### config.mk
export PLATFORM = sky130hd
export DESIGN_NAME = spi_transaction_ctrl_flat
export DESIGN_NICKNAME = d
export VERILOG_FILES = /design/src/rtl/spi_transaction_ctrl_if.sv /design/src/rtl/spi_transaction_ctrl.sv /design/src/flat_wrapper.sv
export SDC_FILE = /design/constraint.sdc
export NUM_CORES = 1
export LEC_CHECK = 0
export BUFFER_PORTS_ARGS = -buffer_cell sky130_fd_sc_hd__buf_2
export CAP_MARGIN = 10
export CORE_MARGIN = 4
export CORE_UTILIZATION = 40
export CTS_CLUSTER_SIZE = 40
export DETAILED_ROUTE_END_ITERATION = 8
export HOLD_SLACK_MARGIN = 0.15
export PLACE_DENSITY = 0.56
export SKIP_LAST_GASP = 1
export SLEW_MARGIN = 15
export SYNTH_ARGS = -nofsm -noshare
export SYNTH_HDL_FRONTEND = slang
export SYNTH_SLANG_ARGS = --single-unit
### constraint.sdc
create_clock -name valid_clk -period 4.3 [get_ports valid_clk]
set_input_delay 0.43 -clock valid_clk [delete_from_list [all_inputs] [get_ports valid_clk]]
set_output_delay 0.43 -clock valid_clk [all_outputs]
set_load 0.02 [all_outputs]
### src/rtl/spi_transaction_ctrl_if.sv
// Bus between the SPI transaction sequencer, the register file and the MISO shift datapath.
interface spi_transaction_ctrl_if #(
  parameter int unsigned DATA_WIDTH = 16,
  parameter int unsigned ADDR_WIDTH = 7
);
  logic                  mosi;
  logic [DATA_WIDTH-1:0] rd_data;
  logic                  wr_en;
  logic [ADDR_WIDTH-1:0] wr_addr;
  logic [DATA_WIDTH-1:0] wr_data;
  logic                  rd_en;
  logic [ADDR_WIDTH-1:0] rd_addr;
  logic                  tx_load;
  logic [7:0]            word_count;
  logic                  is_read;

  // rd_data is consumed by the MISO datapath on tx_load, never by the sequencer itself.
  modport master (
    input  mosi,
    output wr_en, wr_addr, wr_data, rd_en, rd_addr, tx_load, word_count, is_read
  );

  modport slave (
    output mosi, rd_data,
    input  wr_en, wr_addr, wr_data, rd_en, rd_addr, tx_load, word_count, is_read
  );
endinterface

### src/rtl/spi_transaction_ctrl.sv
// SPI slave command sequencer: header decode, per-word write/read-fetch strobes, burst addressing.
// Define SPI_CTRL_AUTO_INC_EN for burst address auto-increment; otherwise the address is fixed.
module spi_transaction_ctrl #(
  parameter int unsigned DATA_WIDTH = 16,
  parameter int unsigned ADDR_WIDTH = 7
) (
  input logic                  valid_clk,
  input logic                  reset,
  spi_transaction_ctrl_if.master bus
);
  localparam int unsigned CmdW   = ADDR_WIDTH + 1;
  localparam int unsigned MaxLen = (CmdW > DATA_WIDTH) ? CmdW : DATA_WIDTH;
  localparam int unsigned CntW   = $clog2(MaxLen);

  typedef enum logic [1:0] {StCmd, StWrite, StRead} state_e;

  state_e                state_q, state_d;
  logic [CntW-1:0]       bit_cnt_q, bit_cnt_d;
  logic [CmdW-2:0]       hdr_q, hdr_d;
  logic [DATA_WIDTH-2:0] rx_q, rx_d;
  logic [ADDR_WIDTH-1:0] addr_q, addr_d, addr_next;
  logic                  wr_en_q, wr_en_d;
  logic [ADDR_WIDTH-1:0] wr_addr_q, wr_addr_d;
  logic [DATA_WIDTH-1:0] wr_data_q, wr_data_d;
  logic                  rd_en_q, rd_en_d;
  logic [ADDR_WIDTH-1:0] rd_addr_q, rd_addr_d;
  logic [7:0]            word_count_q, word_count_d, word_count_inc;
  logic                  is_read_q, is_read_d;

  logic [CmdW-1:0]       hdr_full;
  logic [DATA_WIDTH-1:0] rx_full;
  logic                  hdr_done, word_done;

  assign hdr_full  = {hdr_q, bus.mosi};
  assign rx_full   = {rx_q, bus.mosi};
  assign hdr_done  = (bit_cnt_q == CntW'(CmdW - 1));
  assign word_done = (bit_cnt_q == CntW'(DATA_WIDTH - 1));

`ifdef SPI_CTRL_AUTO_INC_EN
  assign addr_next = addr_q + ADDR_WIDTH'(1);
`else
  assign addr_next = addr_q;
`endif

  assign word_count_inc = (word_count_q == 8'hFF) ? word_count_q : word_count_q + 8'd1;

  always_ff @(posedge valid_clk or posedge reset) begin
    if (reset) begin
      state_q <= StCmd;
    end else begin
      state_q <= state_d;
    end
  end

  always_comb begin
    state_d = state_q;
    unique case (state_q)
      StCmd: begin
        if (hdr_done) begin
          state_d = hdr_full[CmdW-1] ? StRead : StWrite;
        end
      end
      StWrite: state_d = StWrite;
      StRead:  state_d = StRead;
      default: state_d = StCmd;
    endcase
  end

  always_comb begin
    bit_cnt_d    = bit_cnt_q + CntW'(1);
    hdr_d        = hdr_q;
    rx_d         = rx_q;
    addr_d       = addr_q;
    wr_en_d      = 1'b0;
    wr_addr_d    = wr_addr_q;
    wr_data_d    = wr_data_q;
    rd_en_d      = 1'b0;
    rd_addr_d    = rd_addr_q;
    word_count_d = word_count_q;
    is_read_d    = is_read_q;
    unique case (state_q)
      StCmd: begin
        hdr_d = hdr_full[CmdW-2:0];
        if (hdr_done) begin
          bit_cnt_d = '0;
          addr_d    = hdr_full[ADDR_WIDTH-1:0];
          is_read_d = hdr_full[CmdW-1];
          // Reads prefetch the first word straight off the header.
          if (hdr_full[CmdW-1]) begin
            rd_en_d   = 1'b1;
            rd_addr_d = hdr_full[ADDR_WIDTH-1:0];
          end
        end
      end
      StWrite: begin
        rx_d = rx_full[DATA_WIDTH-2:0];
        if (word_done) begin
          bit_cnt_d    = '0;
          wr_en_d      = 1'b1;
          wr_addr_d    = addr_q;
          wr_data_d    = rx_full;
          addr_d       = addr_next;
          word_count_d = word_count_inc;
        end
      end
      StRead: begin
        if (word_done) begin
          bit_cnt_d    = '0;
          rd_en_d      = 1'b1;
          rd_addr_d    = addr_next;
          addr_d       = addr_next;
          word_count_d = word_count_inc;
        end
      end
      default: ;
    endcase
  end

  always_ff @(posedge valid_clk or posedge reset) begin
    if (reset) begin
      bit_cnt_q    <= '0;
      hdr_q        <= '0;
      rx_q         <= '0;
      addr_q       <= '0;
      wr_en_q      <= 1'b0;
      wr_addr_q    <= '0;
      wr_data_q    <= '0;
      rd_en_q      <= 1'b0;
      rd_addr_q    <= '0;
      word_count_q <= '0;
      is_read_q    <= 1'b0;
    end else begin
      bit_cnt_q    <= bit_cnt_d;
      hdr_q        <= hdr_d;
      rx_q         <= rx_d;
      addr_q       <= addr_d;
      wr_en_q      <= wr_en_d;
      wr_addr_q    <= wr_addr_d;
      wr_data_q    <= wr_data_d;
      rd_en_q      <= rd_en_d;
      rd_addr_q    <= rd_addr_d;
      word_count_q <= word_count_d;
      is_read_q    <= is_read_d;
    end
  end

  assign bus.wr_en      = wr_en_q;
  assign bus.wr_addr    = wr_addr_q;
  assign bus.wr_data    = wr_data_q;
  assign bus.rd_en      = rd_en_q;
  assign bus.rd_addr    = rd_addr_q;
  assign bus.tx_load    = rd_en_q;
  assign bus.word_count = word_count_q;
  assign bus.is_read    = is_read_q;
endmodule

### src/flat_wrapper.sv
// flat-port wrapper written by rule: the top's interface ports become plain ports
module spi_transaction_ctrl_flat 
#(
  parameter int unsigned DATA_WIDTH = 16,
  parameter int unsigned ADDR_WIDTH = 7
)
  (valid_clk, reset, bus_mosi, bus_wr_en, bus_wr_addr, bus_wr_data, bus_rd_en, bus_rd_addr, bus_tx_load, bus_word_count, bus_is_read);
  spi_transaction_ctrl_if #(.DATA_WIDTH(DATA_WIDTH), .ADDR_WIDTH(ADDR_WIDTH)) bus_i ();
  input logic valid_clk;
  input logic reset;
  input wire logic [$bits(bus_i.mosi)-1:0] bus_mosi;
  output wire logic [$bits(bus_i.wr_en)-1:0] bus_wr_en;
  output wire logic [$bits(bus_i.wr_addr)-1:0] bus_wr_addr;
  output wire logic [$bits(bus_i.wr_data)-1:0] bus_wr_data;
  output wire logic [$bits(bus_i.rd_en)-1:0] bus_rd_en;
  output wire logic [$bits(bus_i.rd_addr)-1:0] bus_rd_addr;
  output wire logic [$bits(bus_i.tx_load)-1:0] bus_tx_load;
  output wire logic [$bits(bus_i.word_count)-1:0] bus_word_count;
  output wire logic [$bits(bus_i.is_read)-1:0] bus_is_read;
  assign bus_i.mosi = bus_mosi;
  assign bus_wr_en = bus_i.wr_en;
  assign bus_wr_addr = bus_i.wr_addr;
  assign bus_wr_data = bus_i.wr_data;
  assign bus_rd_en = bus_i.rd_en;
  assign bus_rd_addr = bus_i.rd_addr;
  assign bus_tx_load = bus_i.tx_load;
  assign bus_word_count = bus_i.word_count;
  assign bus_is_read = bus_i.is_read;
  spi_transaction_ctrl #(.DATA_WIDTH(DATA_WIDTH), .ADDR_WIDTH(ADDR_WIDTH)) u_core (.valid_clk(valid_clk), .reset(reset), .bus(bus_i));
endmodule
# == Yosys cells after proc, flatten, opt, wreduce, memory -nomap -nowiden ==
# Index checks and enable logic that the tools add are counted.
# word_totals
regBits,76
inputBits,3
output_inout_bits,42
# op_classes
n_addsub,2
eq_ne,8
mux,15
n_bitwise,1
reduce_logical,7
# op_table
operator,count
2-to-1 mux 7 bit,3
case mux 7 bit (2 select lines),1
"adder 8 x 1 -> 8 bit, second input constant",1
"equality test 8 bit, second input constant",1
2-to-1 mux 4 bit,2
case mux 4 bit (2 select lines),1
"inequality test 2 x 1 -> 1 bit, second input constant",3
case mux 2 bit (3 select lines),1
"adder 4 x 1 -> 4 bit, second input constant",1
"equality test 4 x 3 -> 1 bit, second input constant",1
"equality test 4 bit, second input constant",1
2-to-1 mux 1 bit,4
2-to-1 mux 2 bit,2
AND reduction 2 bit,2
AND reduction 4 bit,1
AND reduction 3 bit,1
"equality test 2 x 1 -> 1 bit, second input constant",1
"equality test 2 bit, second input constant",1
zero test 2 bit,1
case mux 1 bit (2 select lines),1
nonzero test 2 bit,1
OR reduction 2 bit,1
NOT 1 bit,1

# == Logic depth before layout (Yosys ltp) ==
# logic_depth
word_depth,3
depth_mapped,6
mapped_depth_nobuf,5

# == Least setup slack after synthesis ==
# Ideal clock, no wire load.
# synth_timing
path_type,reg-to-reg
startpoint,register u_core.state_q[0]
endpoint,register u_core.rd_addr_q[0] (netlist: u_core.bus.rd_addr[0])
arrival_time_ns,1.613
path_slack_ns,2.562
path_stages_with_launch,7
n_path_buf,1
period_less_slack_ns,1.738
path_cell_list,dfrtp_1 > inv_1 > ha_1 > buf_6 > nand4bb_4 > a21oi_4 > mux2_2
# synth_between
elab_chain_len,3
word_cells_on_any_way,8
# synth_lines
item,line,source
from (decl),spi_transaction_ctrl.sv:17,"state_e state_q, state_d;"
from (signal assigned),spi_transaction_ctrl.sv:49,state_q <= StCmd;
from (signal assigned),spi_transaction_ctrl.sv:51,state_q <= state_d;
equality test 2 bit or zero test 2 bit (tied branches),spi_transaction_ctrl.sv:81,unique case (state_q)
inequality test 2 x 1 -> 1 bit (no source line) or nonzero test 2 bit (tied branches),-,
AND reduction 4 bit (no source line),-,
to (signal assigned),spi_transaction_ctrl.sv:141,rd_addr_q <= rd_addr_d;
to (decl),spi_transaction_ctrl.sv:26,"logic [ADDR_WIDTH-1:0] rd_addr_q, rd_addr_d;"
# Several ways; a longest one is shown, not always the timed one.
# A chain may end at the register's enable or synchronous reset.

# == Worst setup path in the final report ==
# layout_timing
startpoint,register u_core.state_q[1]
endpoint,register u_core.wr_addr_q[3] (netlist: u_core.bus.wr_addr[3])
# layout_between
elab_chain_len,2
# layout_lines
item,line,source
equality test 2 x 1 -> 1 bit,spi_transaction_ctrl.sv:81,
AND reduction 2 bit (no source line),-,
to (signal assigned),spi_transaction_ctrl.sv:138,wr_addr_q <= wr_addr_d;
to (decl),spi_transaction_ctrl.sv:23,"logic [ADDR_WIDTH-1:0] wr_addr_q, wr_addr_d;"
# No other way between the ends.

==> flow_metrics.env <==
export IMPL_placed_cells=356
export IMPL_maxClockFrequency_mhz=383
export IMPL_grt_antenna_before_repair=0
export IMPL_drtPass1Iterations=4
export IMPL_cts_setup_buffers=0
export IMPL_ys_top_cells_by_area="dfrtp_1, mux2_2, ha_1, inv_1, nand4bb_4"
export IMPL_crit_reg2reg_capture="u_core.bus.wr_addr[3]"
export IMPL_slew_viol_final=0
export IMPL_asyncSetResetFlopFracSynth_pct=100
export IMPL_finish_utilization_pct=48.2
export IMPL_antennaDiodeCount=0
export IMPL_critPathMaxStageDelay_ps=790
export IMPL_setup_tns_final_ps=0
export IMPL_finalWeightedCongestion=0.797
export IMPL_cts_root_buf="clkbuf_8"
export IMPL_basic_gate_share_of_the_synthesized_area_counting_and_or_nand_and_nor_cells_pct=6.12
export IMPL_irDropWorstVdd_v=0.000270
export IMPL_required_ps=4520
export IMPL_synth_common_cells="dfrtp_1, mux2_2, inv_1"
export IMPL_final_period_utilization_pct=60.7
export IMPL_synth_compound_area_share_pct=4.08
export IMPL_die_area_um2=9630
export IMPL_power_density_of_the_placed_cells_nw_per_um2=542
export IMPL_area_of_the_multi_input_gates_um2=1250
export IMPL_drt_total_wl_um=5460
export IMPL_groute_layer_met3_usage_pct=3.64
export IMPL_path_cells="inv_1 > ha_1 > nand4_2 > mux2_2"
export IMPL_syn_area_per_cell_um2=14.8
export IMPL_worst_setup_path_type="flop to flop"
export IMPL_drv_cap=0
export IMPL_die_height_um=98.1
export IMPL_critPathMaxFanout=24
export IMPL_synth_xor_area_share_pct=0.809
export IMPL_synthMuxAreaShare_pct=25.0
export IMPL_cp_buffers_inverters=1
export IMPL_slew_headroom_pct=40.3
export IMPL_synth_largest_type_area_fraction_pct=58.5
export IMPL_endpoints_failing_setup=0
export IMPL_grt_start_max_net_pins=44
export IMPL_post_route_minimum_period_ps=2610
export IMPL_synth_lib_cells_used_distinct=40
export IMPL_worst_setup_path_start_kind="flop"
export IMPL_worst_r2r_startpoint="u_core.state_q[1]"
export IMPL_cts_hold_buf=0
export IMPL_global_route_usage_met2_pct=18.1
export IMPL_gr_util_met1_pct=17.3
export IMPL_core_region_area_um2=7810
export IMPL_r2r_worst_path_cells=4
export IMPL_rrSetupSlack_ps=1690
export IMPL_synth_fp_nets=229
export IMPL_report_power_total_mw=2.04
export IMPL_synth_top_flop_cell="dfrtp_1"
export IMPL_rows=32
export IMPL_n_fill_cell=719
export IMPL_synth_seq_area_share_pct=58.5
export IMPL_yosys_area_share_adder_pct=2.31
export IMPL_register_area_um2=1900
export IMPL_dp_hpwl_um=3700
export IMPL_synth_edf_count=0
export IMPL_end_kind="flop"
export IMPL_cell_area_after_technology_mapping_um2=3250
export IMPL_routed_via_count=1871
export IMPL_grt_pass1_vias=1927
export IMPL_all_layer_global_routing_usage_pct=12.5
export IMPL_ys_ff_latch=76
export IMPL_layout_nets=274
export IMPL_clock_input_transition_at_the_sequential_cells_of_the_worst_setup_and_hold_paths_ps=80
export IMPL_layoutNonFillerInstCount=372
export IMPL_postCtsResizedCells=0
export IMPL_first_iter_violations=95
export IMPL_grt_overflow=0
export IMPL_wire_length_of_the_first_global_routing_pass_um=9630
export IMPL_timing_final_hold_violations=0
export IMPL_critPathSlowestCell="nand4_2"
export IMPL_wl_per_cell_um=14.7
export IMPL_yosys_area_top_type="dfrtp_1"
export IMPL_drive_above_1_share_pct=50.7
export IMPL_clock_tree_htree_level_count=3
export IMPL_floorplan_io_pins=45
export IMPL_data_arrival_time_of_the_critical_path_ps=2830
export IMPL_yosysMostFrequentCell="dfrtp_1"
export IMPL_cp_top_family="simple AND/OR/NAND/NOR gates"
export IMPL_inserted_clock_buffers=9
export IMPL_cts_max_path_buffers=2
export IMPL_run_status="complete, no violations"
export IMPL_cts_tree="built"
export IMPL_power_static_leakage_nw=1.89
export IMPL_gr_max_usage_layer="met2"
export IMPL_postRouteAntennaNets=0
export IMPL_setup_repair_after_global_routing_missed_its_margin="no"
export IMPL_worstMarginPinSlew_ps=895
export IMPL_post_synth_inst_count=220
export IMPL_area_growth_pct=15.7
export IMPL_floorplan_initialDensity_pct=41.6
export IMPL_insertion_delay_ps=340
export IMPL_numClockSinks=76
export IMPL_drcViolationCount=0
export IMPL_synth_warnings=0
export IMPL_hold_path_class="primary input to async pin"
export IMPL_finClkSkew_ps=15.7
export IMPL_avgViaCountPerCell=5.03
export IMPL_numPortBuffers=44
export IMPL_combinational_family_with_the_most_area_after_synthesis="multiplexers"
export IMPL_die_width_um=98.1
## cells by family after synthesis
| group | count (synthesis) |
|---|---|
| and+or+nand+nor | 27 |
| AOI/OAI and AO/OA | 17 |
| muxes | 72 |
| xor gates and xnor gates | 3 |
| adders and majority gates | 6 |
| DFF | 76 |
| buffers and inverters | 19 |
## state kept, by name, summed over array words and instances (netlist names)
signal / cells
u_core.addr_next: 7
u_core.bit_cnt_q: 4
u_core.bus.is_read: 1
u_core.bus.rd_addr: 7
u_core.bus.rd_en: 1
u_core.bus.word_count: 8
u_core.bus.wr_addr: 7
u_core.bus.wr_data: 16
u_core.bus.wr_en: 1
u_core.hdr_q: 7
u_core.rx_q: 15
u_core.state_q: 2
## layer usage
layer,up-vias,wire (um),share of wire (%)
li1,885,-,-
met1,938,2700,49
met2,37,2390,44
met3,11,247,4.5
met4,0,121,2.2
met5,-,0,0
## cell usage in the layout (no fill, tap or decap), types with 2 or more instances in the layout
cell type,synthesis,routed
dfrtp_1,76,76
a41oi_1,2,2
nand3_1,4,4
bufinv_16,0,2
and4_1,3,3
nand2_1,2,2
o21ai_0,2,2
and2_1,2,2
nand4_1,2,2
buf_2,5,44
mux2_2,69,69
xnor2_1,2,2
inv_1,8,7
clkbuf_8,0,11
ha_1,6,6
clkbuf_1,1,2
nor2b_1,2,2
o22ai_1,2,2
nor2_1,4,4
a21oi_1,3,3
nand4_2,2,2
## how the worst max path moves through the flow
stage	from	end	slack, ps	cells after the start
floorplan	reset	u_core.addr_next[0]	1930	1
global placement	u_core.state_q[1]	u_core.bus.wr_data[3]	1640	4
detailed placement	u_core.state_q[1]	u_core.bus.wr_data[3]	1630	4
CTS	u_core.state_q[1]	u_core.bus.wr_addr[5]	1610	4
global route	u_core.state_q[1]	u_core.bus.wr_addr[1]	1430	4
finish	u_core.state_q[1]	u_core.bus.wr_addr[3]	1690	4
## where the power goes
part | total, mW | internal, mW | leakage (nW) | switching, mW
clock | 0.612 | 0.361 | 0.114 | 0.252
combinational | 0.440 | 0.230 | 0.780 | 0.210
sequential | 0.986 | 0.861 | 0.997 | 0.125
## layout make-up
type                       count  share of cell area [%]
tap                          102                    3.39
multi-input combinational    125                    33.1
sequential                    76                    50.6
inverter                       8                   0.798
timing repair buffer          45                    6.05
clock inverter                 3                    1.83
clock buffer                  13                    4.22
## metrics by stage
step / worst slack [ps] / hold WS, ps / cell area (um^2)
finish: 1690 / 267 / 3760
floorplan: 1930 / 428 / 3250
global route: 1430 / 341 / 3760
detailed placement: 1630 / 452 / 3530
global placement: 1640 / 454 / 3530
CTS: 1610 / 293 / 3760
(Power assumes the default switching activity.)
